`src/rtl/mips_pkg.sv`:
```
// mips_pkg: shared definitions for the execute stage.
//   - ALU operation codes (alu_op)
//   - bit positions inside the 8-bit control bundle
//   - multiply/divide FSM state encoding
//   - registered output bundle of the stage
package mips_pkg;

  localparam int DW = 32;

  localparam logic [3:0] OP_ADD   = 4'h0;
  localparam logic [3:0] OP_SUB   = 4'h1;
  localparam logic [3:0] OP_AND   = 4'h2;
  localparam logic [3:0] OP_OR    = 4'h3;
  localparam logic [3:0] OP_XOR   = 4'h4;
  localparam logic [3:0] OP_NOR   = 4'h5;
  localparam logic [3:0] OP_SLT   = 4'h6;
  localparam logic [3:0] OP_SLTU  = 4'h7;
  localparam logic [3:0] OP_SLL   = 4'h8;
  localparam logic [3:0] OP_SRL   = 4'h9;
  localparam logic [3:0] OP_SRA   = 4'hA;
  localparam logic [3:0] OP_MULTU = 4'hB;
  localparam logic [3:0] OP_DIVU  = 4'hC;
  localparam logic [3:0] OP_MFHI  = 4'hD;
  localparam logic [3:0] OP_MFLO  = 4'hE;
  localparam logic [3:0] OP_LUI   = 4'hF;

  localparam int SIG_ALUSRC   = 7;
  localparam int SIG_MEMTOREG = 6;
  localparam int SIG_REGWRITE = 5;
  localparam int SIG_MEMREAD  = 4;
  localparam int SIG_MEMWRITE = 3;
  localparam int SIG_BRANCH   = 2;
  localparam int SIG_EQ       = 1;
  localparam int SIG_GOTO     = 0;

  typedef enum logic [1:0] {IDLE = 2'd0, MUL = 2'd1, DIV = 2'd2} md_state_e;

  typedef struct packed {
    logic          valid;
    logic [DW-1:0] alu_result;
    logic [DW-1:0] valb;
    logic [7:0]    signals;
    logic          br_taken;
    logic [DW-1:0] br_target;
  } ex_out_t;

  function automatic logic is_muldiv(input logic [3:0] op);
    return (op == OP_MULTU) || (op == OP_DIVU);
  endfunction

endpackage

```
`src/rtl/execute_stage_if.sv`:
```
// execute_stage_if: decode -> execute request and execute -> memory result.
//   master (decode/bench): drives in_valid, valA, valB, imm, pc_plus4,
//                          alu_op, signals; sees in_ready and the results.
//   slave  (execute_stage): the reverse.
interface execute_stage_if #(parameter int WIDTH = 32) ();
  logic             in_valid;
  logic             in_ready;
  logic [WIDTH-1:0] valA;
  logic [WIDTH-1:0] valB;
  logic [WIDTH-1:0] imm;
  logic [WIDTH-1:0] pc_plus4;
  logic [3:0]       alu_op;
  logic [7:0]       signals;
  logic             out_valid;
  logic [WIDTH-1:0] alu_result;
  logic [WIDTH-1:0] valB_out;
  logic [7:0]       signals_out;
  logic             branch_taken;
  logic [WIDTH-1:0] branch_target;

  modport master (
    output in_valid, valA, valB, imm, pc_plus4, alu_op, signals,
    input  in_ready, out_valid, alu_result, valB_out, signals_out,
           branch_taken, branch_target
  );

  modport slave (
    input  in_valid, valA, valB, imm, pc_plus4, alu_op, signals,
    output in_ready, out_valid, alu_result, valB_out, signals_out,
           branch_taken, branch_target
  );
endinterface

```
`src/rtl/muldiv_unit.sv`:
```
// muldiv_unit: iterative unsigned multiply / restoring divide, 32 steps.
// Ports:
//   clock, reset   clock, synchronous active-low reset (aborts any op)
//   start          launch an op (only honoured in IDLE)
//   op             0 = MULTU, 1 = DIVU
//   a, b           operands (a*b, or a/b)
//   busy           FSM not in IDLE
//   done           high during the final iteration cycle; HI/LO load at its edge
//   hi, lo         result registers
module muldiv_unit
  import mips_pkg::*;
(
  input  logic          clock,
  input  logic          reset,
  input  logic          start,
  input  logic          op,
  input  logic [DW-1:0] a,
  input  logic [DW-1:0] b,
  output logic          busy,
  output logic          done,
  output logic [DW-1:0] hi,
  output logic [DW-1:0] lo
);

  md_state_e       state_q, state_d;
  logic [4:0]      cnt_q, cnt_d;
  // work holds {upper, multiplier} for MULTU and {remainder, quotient} for
  // DIVU, so HI/LO come from the same halves in both cases.
  logic [2*DW-1:0] work_q, work_d;
  logic [DW-1:0]   opnd_q, opnd_d;   // multiplicand (MUL) or divisor (DIV)
  logic [DW-1:0]   hi_q, hi_d, lo_q, lo_d;

  logic [DW:0]     mul_sum;
  logic [2*DW-1:0] mul_next, div_next;
  logic [DW:0]     div_r, div_diff;
  logic            div_ge;

  always_comb begin
    mul_sum  = {1'b0, work_q[2*DW-1:DW]} + (work_q[0] ? {1'b0, opnd_q} : '0);
    mul_next = {mul_sum, work_q[DW-1:1]};
    // Divisor 0 always "fits": quotient becomes all ones and the dividend
    // bits shift unchanged into the remainder, i.e. LO=FFFFFFFF, HI=A.
    div_r    = {work_q[2*DW-1:DW], work_q[DW-1]};
    div_diff = div_r - {1'b0, opnd_q};
    div_ge   = (div_r >= {1'b0, opnd_q});
    div_next = {(div_ge ? div_diff[DW-1:0] : div_r[DW-1:0]),
                work_q[DW-2:0], div_ge};
  end

  always_comb begin
    state_d = state_q;
    cnt_d   = cnt_q;
    work_d  = work_q;
    opnd_d  = opnd_q;
    hi_d    = hi_q;
    lo_d    = lo_q;
    done    = 1'b0;
    unique case (state_q)
      IDLE: begin
        if (start) begin
          state_d = op ? DIV : MUL;
          cnt_d   = '0;
          work_d  = {{DW{1'b0}}, (op ? a : b)};
          opnd_d  = op ? b : a;
        end
      end
      MUL, DIV: begin
        work_d = (state_q == MUL) ? mul_next : div_next;
        cnt_d  = cnt_q + 5'd1;
        if (cnt_q == 5'd31) begin
          done    = 1'b1;
          state_d = IDLE;
          hi_d    = work_d[2*DW-1:DW];
          lo_d    = work_d[DW-1:0];
        end
      end
      default: state_d = IDLE;
    endcase
  end

  always_ff @(posedge clock) begin
    if (!reset) begin
      state_q <= IDLE;
      cnt_q   <= '0;
      work_q  <= '0;
      opnd_q  <= '0;
      hi_q    <= '0;
      lo_q    <= '0;
    end else begin
      state_q <= state_d;
      cnt_q   <= cnt_d;
      work_q  <= work_d;
      opnd_q  <= opnd_d;
      hi_q    <= hi_d;
      lo_q    <= lo_d;
    end
  end

  assign busy = (state_q != IDLE);
  assign hi   = hi_q;
  assign lo   = lo_q;

endmodule

```
`src/rtl/execute_stage.sv`:
```
// execute_stage: registered MIPS execute stage.
// Ports:
//   clock, reset  clock, synchronous active-low reset
//   bus (slave)   decode request (in_valid/in_ready, operands, alu_op,
//                 signals) and registered results to the memory stage
//                 (out_valid, alu_result, valB_out, signals_out,
//                 branch_taken, branch_target)
// Single-cycle ops register at the accept edge. MULTU/DIVU park their
// output bundle and release it on the edge the unit writes HI/LO.
module execute_stage
  import mips_pkg::*;
#(
  parameter int WIDTH = 32
) (
  input logic           clock,
  input logic           reset,
  execute_stage_if.slave bus
);

  logic             accept, is_md, md_busy, md_done;
  logic [WIDTH-1:0] op_a, op_b, alu_res, hi, lo;
  logic [4:0]       shamt;
  ex_out_t          cur, out_d, out_q, pend_q;

  assign op_a   = bus.valA;
  assign op_b   = bus.signals[SIG_ALUSRC] ? bus.imm : bus.valB;
  assign shamt  = op_b[4:0];
  assign accept = bus.in_valid & bus.in_ready;
  assign is_md  = is_muldiv(bus.alu_op);

  muldiv_unit u_md (
    .clock (clock),
    .reset (reset),
    .start (accept & is_md),
    .op    (bus.alu_op == OP_DIVU),
    .a     (op_a),
    .b     (op_b),
    .busy  (md_busy),
    .done  (md_done),
    .hi    (hi),
    .lo    (lo)
  );

  always_comb begin
    alu_res = '0;
    unique case (bus.alu_op)
      OP_ADD:  alu_res = op_a + op_b;
      OP_SUB:  alu_res = op_a - op_b;
      OP_AND:  alu_res = op_a & op_b;
      OP_OR:   alu_res = op_a | op_b;
      OP_XOR:  alu_res = op_a ^ op_b;
      OP_NOR:  alu_res = ~(op_a | op_b);
      OP_SLT:  alu_res = {{(WIDTH-1){1'b0}}, ($signed(op_a) < $signed(op_b))};
      OP_SLTU: alu_res = {{(WIDTH-1){1'b0}}, (op_a < op_b)};
      OP_SLL:  alu_res = op_a << shamt;
      OP_SRL:  alu_res = op_a >> shamt;
      OP_SRA:  alu_res = $signed(op_a) >>> shamt;
      OP_MFHI: alu_res = hi;
      OP_MFLO: alu_res = lo;
      OP_LUI:  alu_res = {op_b[15:0], 16'h0};
      default: alu_res = '0;   // MULTU/DIVU report 0
    endcase
  end

  always_comb begin
    cur.valid      = 1'b1;
    cur.alu_result = alu_res;
    cur.valb       = bus.valB;
    cur.signals    = bus.signals;
    cur.br_taken   = bus.signals[SIG_BRANCH] &
                     (bus.signals[SIG_EQ] ? (bus.valA == bus.valB)
                                          : (bus.valA != bus.valB));
    cur.br_target  = bus.pc_plus4 + {bus.imm[WIDTH-3:0], 2'b00};

    // Anything other than a fresh single-cycle op or a finishing
    // multiply/divide registers an all-zero bubble.
    out_d = '0;
    if (md_done)              out_d = pend_q;
    else if (accept && !is_md) out_d = cur;
  end

  always_ff @(posedge clock) begin
    if (!reset) begin
      out_q  <= '0;
      pend_q <= '0;
    end else begin
      out_q <= out_d;
      if (accept && is_md) pend_q <= cur;
    end
  end

  assign bus.in_ready      = ~md_busy;
  assign bus.out_valid     = out_q.valid;
  assign bus.alu_result    = out_q.alu_result;
  assign bus.valB_out      = out_q.valb;
  assign bus.signals_out   = out_q.signals;
  assign bus.branch_taken  = out_q.br_taken;
  assign bus.branch_target = out_q.br_target;

endmodule

```
`src/flat_wrapper.sv`:
```
// flat-port wrapper written by rule: the top's interface ports become plain ports
module execute_stage_flat import mips_pkg::*;
#(
  parameter int WIDTH = 32
)
  (clock, reset, bus_in_valid, bus_valA, bus_valB, bus_imm, bus_pc_plus4, bus_alu_op, bus_signals, bus_in_ready, bus_out_valid, bus_alu_result, bus_valB_out, bus_signals_out, bus_branch_taken, bus_branch_target);
  execute_stage_if #(.WIDTH(WIDTH)) bus_i ();
  input logic clock;
  input logic reset;
  input wire logic [$bits(bus_i.in_valid)-1:0] bus_in_valid;
  input wire logic [$bits(bus_i.valA)-1:0] bus_valA;
  input wire logic [$bits(bus_i.valB)-1:0] bus_valB;
  input wire logic [$bits(bus_i.imm)-1:0] bus_imm;
  input wire logic [$bits(bus_i.pc_plus4)-1:0] bus_pc_plus4;
  input wire logic [$bits(bus_i.alu_op)-1:0] bus_alu_op;
  input wire logic [$bits(bus_i.signals)-1:0] bus_signals;
  output wire logic [$bits(bus_i.in_ready)-1:0] bus_in_ready;
  output wire logic [$bits(bus_i.out_valid)-1:0] bus_out_valid;
  output wire logic [$bits(bus_i.alu_result)-1:0] bus_alu_result;
  output wire logic [$bits(bus_i.valB_out)-1:0] bus_valB_out;
  output wire logic [$bits(bus_i.signals_out)-1:0] bus_signals_out;
  output wire logic [$bits(bus_i.branch_taken)-1:0] bus_branch_taken;
  output wire logic [$bits(bus_i.branch_target)-1:0] bus_branch_target;
  assign bus_i.in_valid = bus_in_valid;
  assign bus_i.valA = bus_valA;
  assign bus_i.valB = bus_valB;
  assign bus_i.imm = bus_imm;
  assign bus_i.pc_plus4 = bus_pc_plus4;
  assign bus_i.alu_op = bus_alu_op;
  assign bus_i.signals = bus_signals;
  assign bus_in_ready = bus_i.in_ready;
  assign bus_out_valid = bus_i.out_valid;
  assign bus_alu_result = bus_i.alu_result;
  assign bus_valB_out = bus_i.valB_out;
  assign bus_signals_out = bus_i.signals_out;
  assign bus_branch_taken = bus_i.branch_taken;
  assign bus_branch_target = bus_i.branch_target;
  execute_stage #(.WIDTH(WIDTH)) u_core (.clock(clock), .reset(reset), .bus(bus_i));
endmodule
```
`config.mk`:
```
export PLATFORM = sky130hd
export DESIGN_NAME = execute_stage_flat
export DESIGN_NICKNAME = d
export VERILOG_FILES = /design/src/rtl/mips_pkg.sv /design/src/rtl/execute_stage_if.sv /design/src/rtl/muldiv_unit.sv /design/src/rtl/execute_stage.sv /design/src/flat_wrapper.sv
export SDC_FILE = /design/constraint.sdc
export NUM_CORES = 2
export LEC_CHECK = 0
export ABC_AREA = 0
export BUFFER_PORTS_ARGS = -buffer_cell sky130_fd_sc_hd__buf_2
export CAP_MARGIN = 20
export CORE_UTILIZATION = 60
export CTS_CLUSTER_SIZE = 16
export DETAILED_ROUTE_END_ITERATION = 7
export PLACE_DENSITY = 0.84
export SYNTH_ARGS = -nofsm -noshare
export SYNTH_HDL_FRONTEND = slang
export SYNTH_SLANG_ARGS = --single-unit
```
`constraint.sdc`:
```
create_clock -name clock -period 12.2 [get_ports clock]
set_input_delay 1.22 -clock clock [delete_from_list [all_inputs] [get_ports clock]]
set_output_delay 1.22 -clock clock [all_outputs]
set_load 0.05 [all_outputs]
```
==> implementation parameters <==
Parameter                              Value

Run status
  Result of the run    completed

Global routing
  Maximum number of pins on one net before global-route repair    110
  Number of global-route vias before repair    30016
  First-pass GRT wire length    191100 um
  Initial antenna violation count    7
  Global router's overall resource usage    50.09%
  Final global-route overflow total    0

Route
  Highest metal layer used by the detailed router    met5
  Detailed-route vias per instance    6.960
  Router iterations before antenna repair    8
  Detail Route met2 WL    53260 um
  Total DRC errors in the routed layout    0
  Antenna Nets Post-Route    0
  Routed met3 length    18340 um
  Count of vias placed by the detailed router    32860
  Routed wire length    130300 um
  Avg WL per Cell    27.59 um
  M1 WL    48460 um
  Number of design-rule violations left by the first detailed-router iteration    5467

Floorplan
  Die X    224.7 um
  DIE HEIGHT    224.7 um
  Effective utilization at floorplan    60.81%
  Core region area    48950 sq um
  FP Rows    81
  Full die area    50510 sq um
  Io pins    250

Setup path
  Crit path depth    18
  CP dominant cell by count    buf_4
  Cell-by-cell trace of the critical path    buf_2, buf_4, mux2i_4, buf_4, inv_2, buf_4, ha_1, fa_1, a21o_1, a21o_1, a2111oi_0, o21ai_1, nand4_1, a211oi_1, o21ai_0, a21oi_1, o31ai_1, a221oi_2
  Worst path required time    12.64 ns
  Sort of element at the end of the critical path    flop
  Path depth of the worst reg2reg path    14
  Path type of the worst setup path    in2reg
  Endpoint of the lowest-slack register-to-register path    u_core.u_md.work_q[56]
  Worst R2R Start    u_core.u_md.work_q[31]
  Cell with the largest stage delay on the worst path    a2111oi_0
  Worst R2R Setup Slack    7.77 ns
  WP buf/inv    5
  Startpoint kind of the worst setup timing path    primary input
  CP delay by family, top    compound AO/OA/AOI/OAI gates
  Max Fanout on Critical Path    59
  Slowest cell delay on critical path    0.71 ns
  CP Data Arrival Time    6.95 ns

Run
  Max Cap Viol    0

Finish
  Area of all placed cells without fillers    32690 sq um
  Finished Core Util    66.79%
  Storage cell area    7587 sq um
  Fill cell total of the finished layout    4241
  Area growth syn-to-layout    9.836%
  Fin nets    4373
  Fraction of final layout cells with drive strength greater than 1    11.67%
  Area occupied by multi-input gates    20440 sq um

Clock tree
  Clock latency at the later pin of the worst-skew pair    0.59 ns
  Number of buffers on the longest clock path    3
  CTS buffer count    43
  Postcts setup bufs    0
  Count of cells resized by post-cts repair    0
  Total clock sinks    379
  Clock tree root buffer cell    clkbuf_16
  CTS H-Tree Depth    2
  # hold bufs at CTS    0
  Clock transition time at the flip-flop clock pins of the worst setup and hold paths    0.07 ns
  TritonCTS clock tree    done

Pwr
  Part of the total power dissipated in combinational logic    30.9%
  Internal    0.002421 W
  Cell area power density    117.4 nW/um^2
  Design Power    0.003839 W
  Leakage Power    13.61 nW
  Switching part of the total power    36.93%
  Clk pwr share    35.4%
  Net switching power    0.001418 W
  Part of the power in registers    33.7%
  Peak ir drop on the vdd network    0.0001259 V

Synthesis
  Syn_nets    4332
  Synthesis warning total    0
  Share of synthesized registers carrying an async set or reset    0%
  Netlist cell types    85
  Cell count after synthesis    3981
  Post-Syn Area    29770 sq um
  Leading register cell type out of synthesis    dfxtp_1
  Post-synthesis average cell area    7.477 sq um
  Share of synthesized area occupied by flip-flops and latches    25.49%
  Count of state elements after synthesis    379
  Number of synthesized flops with an enable pin    0

Timing
  Setup TNS Final    0 ns
  Count of endpoints failing hold in the final timing report    0
  Final setup violation count    0
  Worst Tran Pin Value    1.277 ns
  Achievable frequency    153.6 MHz
  Number of pins exceeding their max-slew limit in the final report    0
  Final Critical Period    6.509 ns
  RSZ-0062 raised after global routing    false
  Setup clock skew after layout    0.01570 ns
  Worst slew margin relative to its limit    12.44%
  Period utilization    53.35%

Placed design
  Cell area after placement    31210 sq um
  Final GP Congestion    1.093
  Sum of net half-perimeters after detailed placement    92960 um
  Number of input and output port buffers inserted    249

Hold path
  Worst hold path stage count    2
  Hold_sp    u_core.pend_q[31]
  Class of the tightest hold or removal check    reg2reg
  Endpoint of the worst hold path    u_core.bus.branch_target[31]
==> state kept, by name (all words and copies together), names as in the netlist <==
name and count:
u_core.bus.branch_taken 1, u_core.u_md.hi 32, u_core.bus.branch_target 32, u_core.bus.signals_out 8, u_core.bus.alu_result 32, u_core.pend_q 106, u_core.bus.out_valid 1, u_core.u_md.work_q 64
u_core.u_md.state_q 2, u_core.u_md.cnt_q 5, u_core.bus.valB_out 32, u_core.u_md.lo 32, u_core.u_md.opnd_q 32
==> layout make-up <==
cell class / count / share of cell area, %
Inverter: 160 / 1.860
Clock inverter: 22 / 0.8113
Timing Repair Buffer: 317 / 5.385
Multi-Input combinational cell: 3121 / 62.53
Tap cell: 664 / 2.541
Clock buffer: 54 / 3.636
Sequential cell: 379 / 23.21
Antenna cell: 4 / 0.03062
==> power by group through the flow <==
stage | Clock (W) | Combinational [W] | Sequential, W
global route | 0.00141 | 0.00124 | 0.00129
CTS | 0.00136 | 0.00113 | 0.00129
global placement | 0 | 0.00112 | 0.00132
detailed placement | 0 | 0.00113 | 0.00132
floorplan | 0 | 0.000702 | 0.00139
finish | 0.00136 | 0.00118 | 0.00129
==> cell usage after synthesis (41+ instances only) <==
cell / n / share of area [%]
xor2_1: 62 / 1.8
mux2i_1: 139 / 4.7
a22oi_1: 88 / 2.2
o31ai_1: 41 / 1.0
nand3_1: 86 / 1.4
inv_1: 154 / 1.9
o21ai_0: 196 / 3.3
o211ai_1: 108 / 2.7
nand2_1: 551 / 6.9
xnor2_1: 63 / 1.9
nor3_1: 48 / 0.81
clkbuf_1: 266 / 3.4
ha_1: 203 / 8.5
nor2_1: 351 / 4.4
and3_1: 76 / 1.6
dfxtp_1: 379 / 25
a21oi_1: 408 / 6.9
a21o_1: 69 / 1.7
a211oi_1: 97 / 2.4
a31oi_1: 45 / 0.95
and2_1: 45 / 0.95
==> cell usage in the layout, fill, tap and decap left out, drive strengths merged, types with 109 or more instances in the layout <==
| master | instances |
|---|---|
| ha | 203 |
| buf | 317 |
| a21oi | 408 |
| mux2i | 141 |
| nor2 | 351 |
| nand2 | 551 |
| dfxtp | 379 |
| o211ai | 109 |
| inv | 158 |
| o21ai | 199 |
==> routing by layer <==
layer  GRT usage [%]  vias to the layer above
li1                -                    14494
met4           34.23                       10
met1           63.95                    15342
met3           16.05                      543
met2           71.57                     2471
met5               0                        -
==> tightest hold or removal path, cell delays in order, from the launching register on <==
cell	delay, ns
dfxtp_1	0.32
nand2_1	0.04
o21ai_0	0.06
==> per-stage QoR <==
step / setup WS (ns) / hold slack, ns / cells
after floorplan: 6.937 / 0.4168 / 3981
after global placement: 5.339 / 0.4347 / 4639
after detailed placement: 5.291 / 0.4416 / 4640
after CTS: 5.869 / 0.4540 / 4716
after global routing: 5.318 / 0.4760 / 4717
final: 5.691 / 0.4521 / 4721
==> cell families (layout without fill, tap and decap cells) <==
| kind of cell | count (synthesis) | count (layout) | synth area share (%) |
|---|---|---|---|
| XOR/XNOR | 125 | 125 | 3.678 |
| multiplexers | 180 | 180 | 7.600 |
| AND/OR/NAND/NOR | 1283 | 1283 | 18.96 |
| buffers and inverters | 481 | 553 | 6.305 |
| flip-flops | 379 | 379 | 25.49 |
| AO/OA/AOI/OAI | 1325 | 1325 | 29.10 |
| adder cells (fa/ha/maj) | 208 | 208 | 8.869 |
| other | 0 | 4 | 0 |
==> worst max path at each step <==
stage	from	endpoint	slack, ns
after floorplan	bus_signals[7]	u_core.bus.alu_result[28]	6.94
after global placement	bus_signals[7]	u_core.bus.alu_result[28]	5.34
after detailed placement	bus_signals[7]	u_core.bus.alu_result[28]	5.29
after CTS	bus_signals[7]	u_core.bus.alu_result[28]	5.87
after global routing	bus_signals[7]	u_core.bus.alu_result[26]	5.32
final	bus_signals[7]	u_core.bus.alu_result[26]	5.69
No activity file was read; power rests on OpenSTA's default activity.
